**src/rtl/word_splitter.sv**
```systemverilog
// word_splitter: 32-to-16 sequential width converter.
// Takes one 32-bit word per input handshake and emits it as two 16-bit
// beats, or as one beat when SKIP_ZERO_HI is set and the upper half is zero.
//
// Handshake rule (both sides): a transfer happens on a rising clk edge
// where valid && ready are both high. valid, once raised, holds with stable
// data/last until accepted. in_ready may depend combinationally on
// out_ready so a new word can be loaded in the same cycle the last beat
// of the previous word leaves (zero-bubble back-to-back words).
module word_splitter #(
  parameter bit LOW_FIRST    = 1'b1,
  parameter bit SKIP_ZERO_HI = 1'b0
) (
  input  logic        clk,
  input  logic        rst_n,
  input  logic        in_valid,
  output logic        in_ready,
  input  logic [31:0] in_data,
  output logic        out_valid,
  input  logic        out_ready,
  output logic [15:0] out_data,
  output logic        out_last,
  output logic [7:0]  words_sent,
  output logic [1:0]  o_state_dbg
);

  typedef enum logic [1:0] {
    S_EMPTY  = 2'd0,
    S_FIRST  = 2'd1,
    S_SECOND = 2'd2
  } state_t;

  state_t      r_state;
  logic [31:0] r_word;
  logic        r_skip;
  logic        r_out_valid;
  logic [15:0] r_out_data;
  logic        r_out_last;
  logic [7:0]  r_words_sent;

  logic        w_in_hs;
  logic        w_out_hs;
  logic        w_last_hs;
  logic        w_skip_new;
  logic [15:0] w_first_half;
  logic [15:0] w_second_half;

  // Handshake decode; in_ready opens when empty or when the last beat leaves.
  assign w_out_hs   = r_out_valid && out_ready;
  assign w_last_hs  = w_out_hs && r_out_last;
  assign in_ready   = rst_n && ((r_state == S_EMPTY) || w_last_hs);
  assign w_in_hs    = in_valid && in_ready;

  // A zero upper half collapses to a single low-half beat only when enabled.
  assign w_skip_new    = SKIP_ZERO_HI && (in_data[31:16] == 16'h0000);
  assign w_first_half  = (LOW_FIRST || w_skip_new) ? in_data[15:0] : in_data[31:16];
  assign w_second_half = LOW_FIRST ? r_word[31:16] : r_word[15:0];

  assign out_valid   = r_out_valid;
  assign out_data    = r_out_data;
  assign out_last    = r_out_last;
  assign words_sent  = r_words_sent;
  assign o_state_dbg = r_state;

  // Single FSM: holds the word, sequences the beats and registers every output.
  always_ff @(posedge clk) begin
    if (!rst_n) begin
      r_state      <= S_EMPTY;
      r_word       <= 32'h0;
      r_skip       <= 1'b0;
      r_out_valid  <= 1'b0;
      r_out_data   <= 16'h0;
      r_out_last   <= 1'b0;
      r_words_sent <= 8'h0;
    end else begin
      if (w_in_hs) begin
        // New word: legal only from EMPTY or alongside the last-beat handshake.
        r_state     <= S_FIRST;
        r_word      <= in_data;
        r_skip      <= w_skip_new;
        r_out_valid <= 1'b1;
        r_out_data  <= w_first_half;
        r_out_last  <= w_skip_new;
      end else if (w_out_hs) begin
        if ((r_state == S_FIRST) && !r_skip) begin
          r_state    <= S_SECOND;
          r_out_data <= w_second_half;
          r_out_last <= 1'b1;
        end else begin
          r_state     <= S_EMPTY;
          r_out_valid <= 1'b0;
          r_out_data  <= 16'h0;
          r_out_last  <= 1'b0;
        end
      end
      // Without an output handshake everything holds, keeping beats stable.
      if (w_last_hs) begin
        r_words_sent <= r_words_sent + 8'd1;
      end
    end
  end

endmodule

```
**config.mk**
```make
export PLATFORM = sky130hd
export DESIGN_NAME = word_splitter
export DESIGN_NICKNAME = d
export VERILOG_FILES = /design/src/rtl/word_splitter.sv
export SDC_FILE = /design/constraint.sdc
export NUM_CORES = 1
export LEC_CHECK = 0
export ABC_AREA = 1
export BUFFER_PORTS_ARGS = -buffer_cell sky130_fd_sc_hd__buf_2
export CAP_MARGIN = 20
export CORE_AREA = 2 2 73 61
export CTS_BUF_LIST = sky130_fd_sc_hd__clkbuf_2 sky130_fd_sc_hd__clkbuf_4 sky130_fd_sc_hd__clkbuf_8
export DETAILED_ROUTE_END_ITERATION = 7
export DIE_AREA = 0 0 75 63
export PLACE_DENSITY = 0.78
export SYNTH_ARGS = -nofsm -noshare
export SYNTH_HDL_FRONTEND = slang
export SYNTH_SLANG_ARGS = --single-unit
```
**constraint.sdc**
```tcl
create_clock -name clk -period 1.5 [get_ports clk]
set_input_delay 0.225 -clock clk [delete_from_list [all_inputs] [get_ports clk]]
set_output_delay 0.225 -clock clk [all_outputs]
set_load 0.1 [all_outputs]
```
==> run summary, run 1 <==
Layout Cells excl Fill: 408
Core region area: 4020 um2
VDD IR max: 0.587 mV
Fin crit period: 1.44 ns
Worst-skew pair later-pin latency: 0.30 ns
Max Cap Viol: 0
Final Hold Viols: 0
Global-route wire length before repair: 7.48 mm
Die H: 63 um
Clock Skew: 0.00844 ns
DRT Pass-1 Iters: 4
CTS Root Cell: clkbuf_8
Initial antenna violation count: 0
Syn_nets: 314
Cells after synthesis: 277
Fin crit share: 0.962
Least-Margin Pin Slew: 0.507 ns
Largest net degree at the start of global routing: 35
Slew Limit Fails: 0
H-tree levels: 2
Layout Nets: 387
Predominant post-synthesis flop cell: dfxtp_1
Area share of the largest cell type after synthesis: 0.440
Fraction of layout cells with a size suffix above 1: 0.319
Inst Count DP: 393
# setup viols final: 0
Setup slack, reg-to-reg: 0.08 ns
Power, Total: 2.56 mW
Post-synth top area cell: dfxtp_1
DRT iter0 DRCs: 36
Most common cell in the netlist: nand2_1
Die area: 4730 um2
Crit path buf inv count: 2
Num CTS Buffers: 5
Yosys cell types: 24
Worst Path Max Fanout: 3
HP Class: in2reg
DRC errors left: 0
Via Count: 1945
All-Layer GR Usage: 0.205
Post-DP HPWL: 3.12 mm
TritonCTS clock tree: built
Synth warnings: 0
Power Density: 999 nW/um2
Multi-input logic area: 865 um2
Critical Path End Type: primary output
Max clock buf depth: 2
CP arrival: 1.22 ns
Status: finished clean
Delay-heaviest family, CP: buffers and inverters
Async SR Flop Fraction: 0
DP Worst Slack: 0.229 ns
Gpl congestion: 0.788
Avg WL per Cell: 11.5 um
Worst EP required: 1.27 ns
Synth cell count leaders: nand2_1, dfxtp_1, nor2_1
Slowest CP cell: buf_2
Routed vias/inst: 4.77
Crit-path max cell delay: 0.42 ns
Seq/Total Area, Yosys: 0.440
Mapped cell area: 1960 um2
Sequential Area: 878 um2
CP Cell Sequence: buf_4, buf_2
Syn Area/Cell: 7.06 um2
EDFF count, synth: 0
Initial Utilization: 0.487
Vias in the first global route: 1670
Max Clk Rate: 693 MHz
Number of core rows: 21
# IOs: 65
Ant diodes: 0
Critical path type: reg2out
Count of buffers from port buffering: 64
Slew margin rel.: 0.664
Clock transition at path regs: 0.08 ns
Fillers: 407
GRT overflow: 0
Area grow syn2layout: 31.0%
Startpoint types: register
Post-route setup slack: 0.0569 ns
Antenna Nets Post-Route: 0
Clock sink total: 43
Synth Register Bits: 43
Synth area leaders: dfxtp_1, nand3_1, nand2_1
Routed wire length: 4.69 mm
Leak: 1.26 nW
Die Span X: 75 um
==> path summary, 6_finish.rpt <==
check	from	to	depth (start not counted)
setup / recovery	o_state_dbg[1]	o_state_dbg[1]	2
hold / removal	in_data[24]	r_word[24]	3
hold reg to reg	words_sent[3]	words_sent[3]	1
setup reg to reg	out_valid	out_data[4]	10
==> metrics by stage <==
step                      hold slack [ns]  cell area [um2]  setup TNS, ns   util
after floorplan                     0.385             1980              0      -
after global placement              0.439             2370              0  0.589
after detailed placement            0.454             2370              0  0.589
after CTS                           0.183             2560              0  0.636
after global routing                0.193             2560      -0.000852  0.638
final                               0.191             2560              0  0.638
==> tightest hold or removal path: stages <==
cell and delay [ns]:
buf_2 0.10, nand3_1 0.07, a21oi_1 0.05
==> registers in the layout (all words and copies together) (netlist names) <==
name         flops
out_valid        1
words_sent       8
o_state_dbg      2
r_word          16
out_data        16
==> cell type report <==
cell class	instances	share of cell area
well taps	57	0.0278
inverters	40	0.0605
flip-flops and latches	43	0.343
repair buffers	82	0.196
multi-input cells	178	0.337
clock buffers	8	0.0356
==> where the power goes <==
| part | leakage (nW) | total [mW] | switching (mW) | internal, mW |
|---|---|---|---|---|
| Clock | 0.0498 | 0.757 | 0.372 | 0.385 |
| Combinational | 0.851 | 0.589 | 0.415 | 0.174 |
| Sequential | 0.356 | 1.22 | 0.0260 | 1.19 |
==> kinds of logic after synthesis <==
group                    synth area share
flip-flops                          0.440
adder cells (fa/ha/maj)           0.00639
AND/OR/NAND/NOR                     0.315
buffers and inverters               0.133
AO/OA/AOI/OAI                       0.106
==> what timing repair did <==
action | CTS | global route
pin swaps | 3 | 2
gates cloned | 1 | 1
endpoints found under the setup margin | 1 | 14
setup buffers | 6 | 0
hold buffers | 0 | 0
gates resized for setup | 7 | 6
==> cells in the final DEF, fill, tap and decap left out <==
| master | Yosys | routed |
|---|---|---|
| a21oi_1 | 23 | 23 |
| and2_1 | 1 | 1 |
| buf_12 | 0 | 1 |
| buf_2 | 1 | 63 |
| buf_4 | 7 | 15 |
| buf_6 | 3 | 2 |
| bufbuf_16 | 0 | 1 |
| clkbuf_4 | 0 | 3 |
| clkbuf_8 | 0 | 5 |
| clkinv_1 | 1 | 1 |
| dfxtp_1 | 43 | 33 |
| dfxtp_2 | 0 | 8 |
| dfxtp_4 | 0 | 2 |
| ha_1 | 1 | 1 |
| inv_1 | 38 | 38 |
| inv_6 | 0 | 1 |
| nand2_1 | 44 | 40 |
| nand2_2 | 0 | 3 |
| nand2_4 | 1 | 2 |
| nand3_1 | 40 | 40 |
| nand3_2 | 1 | 1 |
| nand4_1 | 1 | 1 |
| nand4_4 | 0 | 1 |
| nor2_1 | 42 | 42 |
| nor2_2 | 3 | 2 |
| nor2_4 | 0 | 1 |
| nor2_8 | 1 | 1 |
| nor3b_1 | 1 | 1 |
| o21ai_0 | 5 | 5 |
| o21ai_1 | 12 | 12 |
| o21bai_1 | 1 | 1 |
==> layer usage <==
metal | wire length [um] | part of all wire | GRT usage
met3 | 303 | 0.065 | 0.0500
met1 | 2160 | 0.46 | 0.285
met4 | 61 | 0.013 | 0.0737
met5 | 0 | 0 | 0
met2 | 2170 | 0.46 | 0.306
Power figures use the tool's default switching activity.
==> inputs of run 2 (changes only) <==
- MAX_ROUTING_LAYER: unset -> met4
==> run summary, run 2 (synthesis results as in run 1) <==
Worst EP required: 1.27 ns
Clock sink total: 43
Die Span X: 75 um
Routed wire length: 4.70 mm
All-Layer GR Usage: 0.211
Worst-skew pair later-pin latency: 0.30 ns
Slew Limit Fails: 0
H-tree levels: 2
Startpoint types: register
Fraction of layout cells with a size suffix above 1: 0.319
Max clock buf depth: 2
Slowest CP cell: buf_2
Crit path buf inv count: 2
VDD IR max: 0.586 mV
Die H: 63 um
Critical path type: reg2out
Post-DP HPWL: 3.12 mm
TritonCTS clock tree: built
Routed vias/inst: 4.75
Area grow syn2layout: 31.0%
CP Cell Sequence: buf_4, buf_2
Largest net degree at the start of global routing: 35
Count of buffers from port buffering: 64
Num CTS Buffers: 5
Gpl congestion: 0.799
Ant diodes: 0
Setup TNS: 0 ns
Final Hold Viols: 0
Crit-path max cell delay: 0.42 ns
HP Class: in2reg
Initial antenna violation count: 0
Global-route wire length before repair: 7.48 mm
Avg WL per Cell: 11.5 um
Fin crit share: 0.962
Slew margin rel.: 0.664
Post-route setup slack: 0.0570 ns
Initial Utilization: 0.487
DP Worst Slack: 0.229 ns
DRC errors left: 0
CP arrival: 1.22 ns
Number of core rows: 21
Max Cap Viol: 0
Layout Cells excl Fill: 408
Commonest cells after routing, fill and taps aside: buf_2, nor2_1, nand3_1, nand2_1, inv_1
Via Count: 1937
Vias in the first global route: 1662
Fin crit period: 1.44 ns
CTS Root Cell: clkbuf_8
Layout Cell Area excl Fill: 2560 um2
Die area: 4730 um2
Least-Margin Pin Slew: 0.507 ns
Leak: 1.26 nW
Layout Nets: 387
Power Density: 998 nW/um2
Antenna Nets Post-Route: 0
Core region area: 4020 um2
Status: finished clean
Critical Path End Type: primary output
Worst Path Max Fanout: 3
Inst Count DP: 393
# setup viols final: 0
# IOs: 65
Max Clk Rate: 693 MHz
DRT iter0 DRCs: 36
GRT overflow: 0
Delay-heaviest family, CP: buffers and inverters
Clock transition at path regs: 0.08 ns
Post-DP Area: 2370 um2
Commonest non-fill, non-tap cell in the layout: buf_2
DRT Pass-1 Iters: 4
Power, Total: 2.56 mW
Clock Skew: 0.00979 ns
## run 2: cell counts in the layout (fill, tap and decap cells not counted)
Identical to the previous run, type by type.
## run 2: timing repair
action | CTS | global route
cloned | 1 | 1
hold endpoints to repair | 0 | 0
pin swaps | 3 | 2
setup endpoints to repair | 1 | 14
buffers inserted | 6 | 0
resized for setup | 7 | 6
hold buffers | 0 | 0
## run 2: layout make-up
cell class | count | area (um2)
Sequential cell | 43 | 878
Timing Repair Buffer | 82 | 503
Inverter | 40 | 155
Clock buffer | 8 | 91.3
Tap cell | 57 | 71.3
Multi-Input combinational cell | 178 | 865
Fill cell | 407 | 1460
## run 2: final timing paths
path / start / end / slack, ns / cells past startpoint
worst min register to register: words_sent[3] / words_sent[3] / 0.46 / 1
worst max register to register: out_valid / out_data[4] / 0.07 / 10
worst min-delay path: in_data[16] / r_word[16] / 0.19 / 3
worst max-delay path: o_state_dbg[1] / o_state_dbg[1] / 0.06 / 2
## run 2: where the power goes
group          leakage [nW]  internal, mW  switching [mW]
registers             0.356          1.19          0.0261
clock network        0.0498         0.385           0.370
logic                 0.851         0.174           0.415
total                  1.26          1.75           0.811
## run 2: metrics by stage
step	hold slack, ns	utilization
final	0.190	0.638
after global routing	0.190	0.638
after CTS	0.183	0.636
after detailed placement	0.454	0.589
after global placement	0.439	0.589
after floorplan	0.385	-
## run 2: worst min-delay path, delay by kind of cell
kind / cells / cell delay [ns]
buffers and inverters: 1 / 0.10
AND/OR/NAND/NOR: 1 / 0.07
AO/OA/AOI/OAI: 1 / 0.05
## run 2: routing by layer
metal	up-vias	routed length, um	track usage
met5	-	0	-
met4	0	63	0.0737
met3	7	290	0.0532
met2	54	2170	0.307
met1	857	2180	0.284
li1	1019	-	-
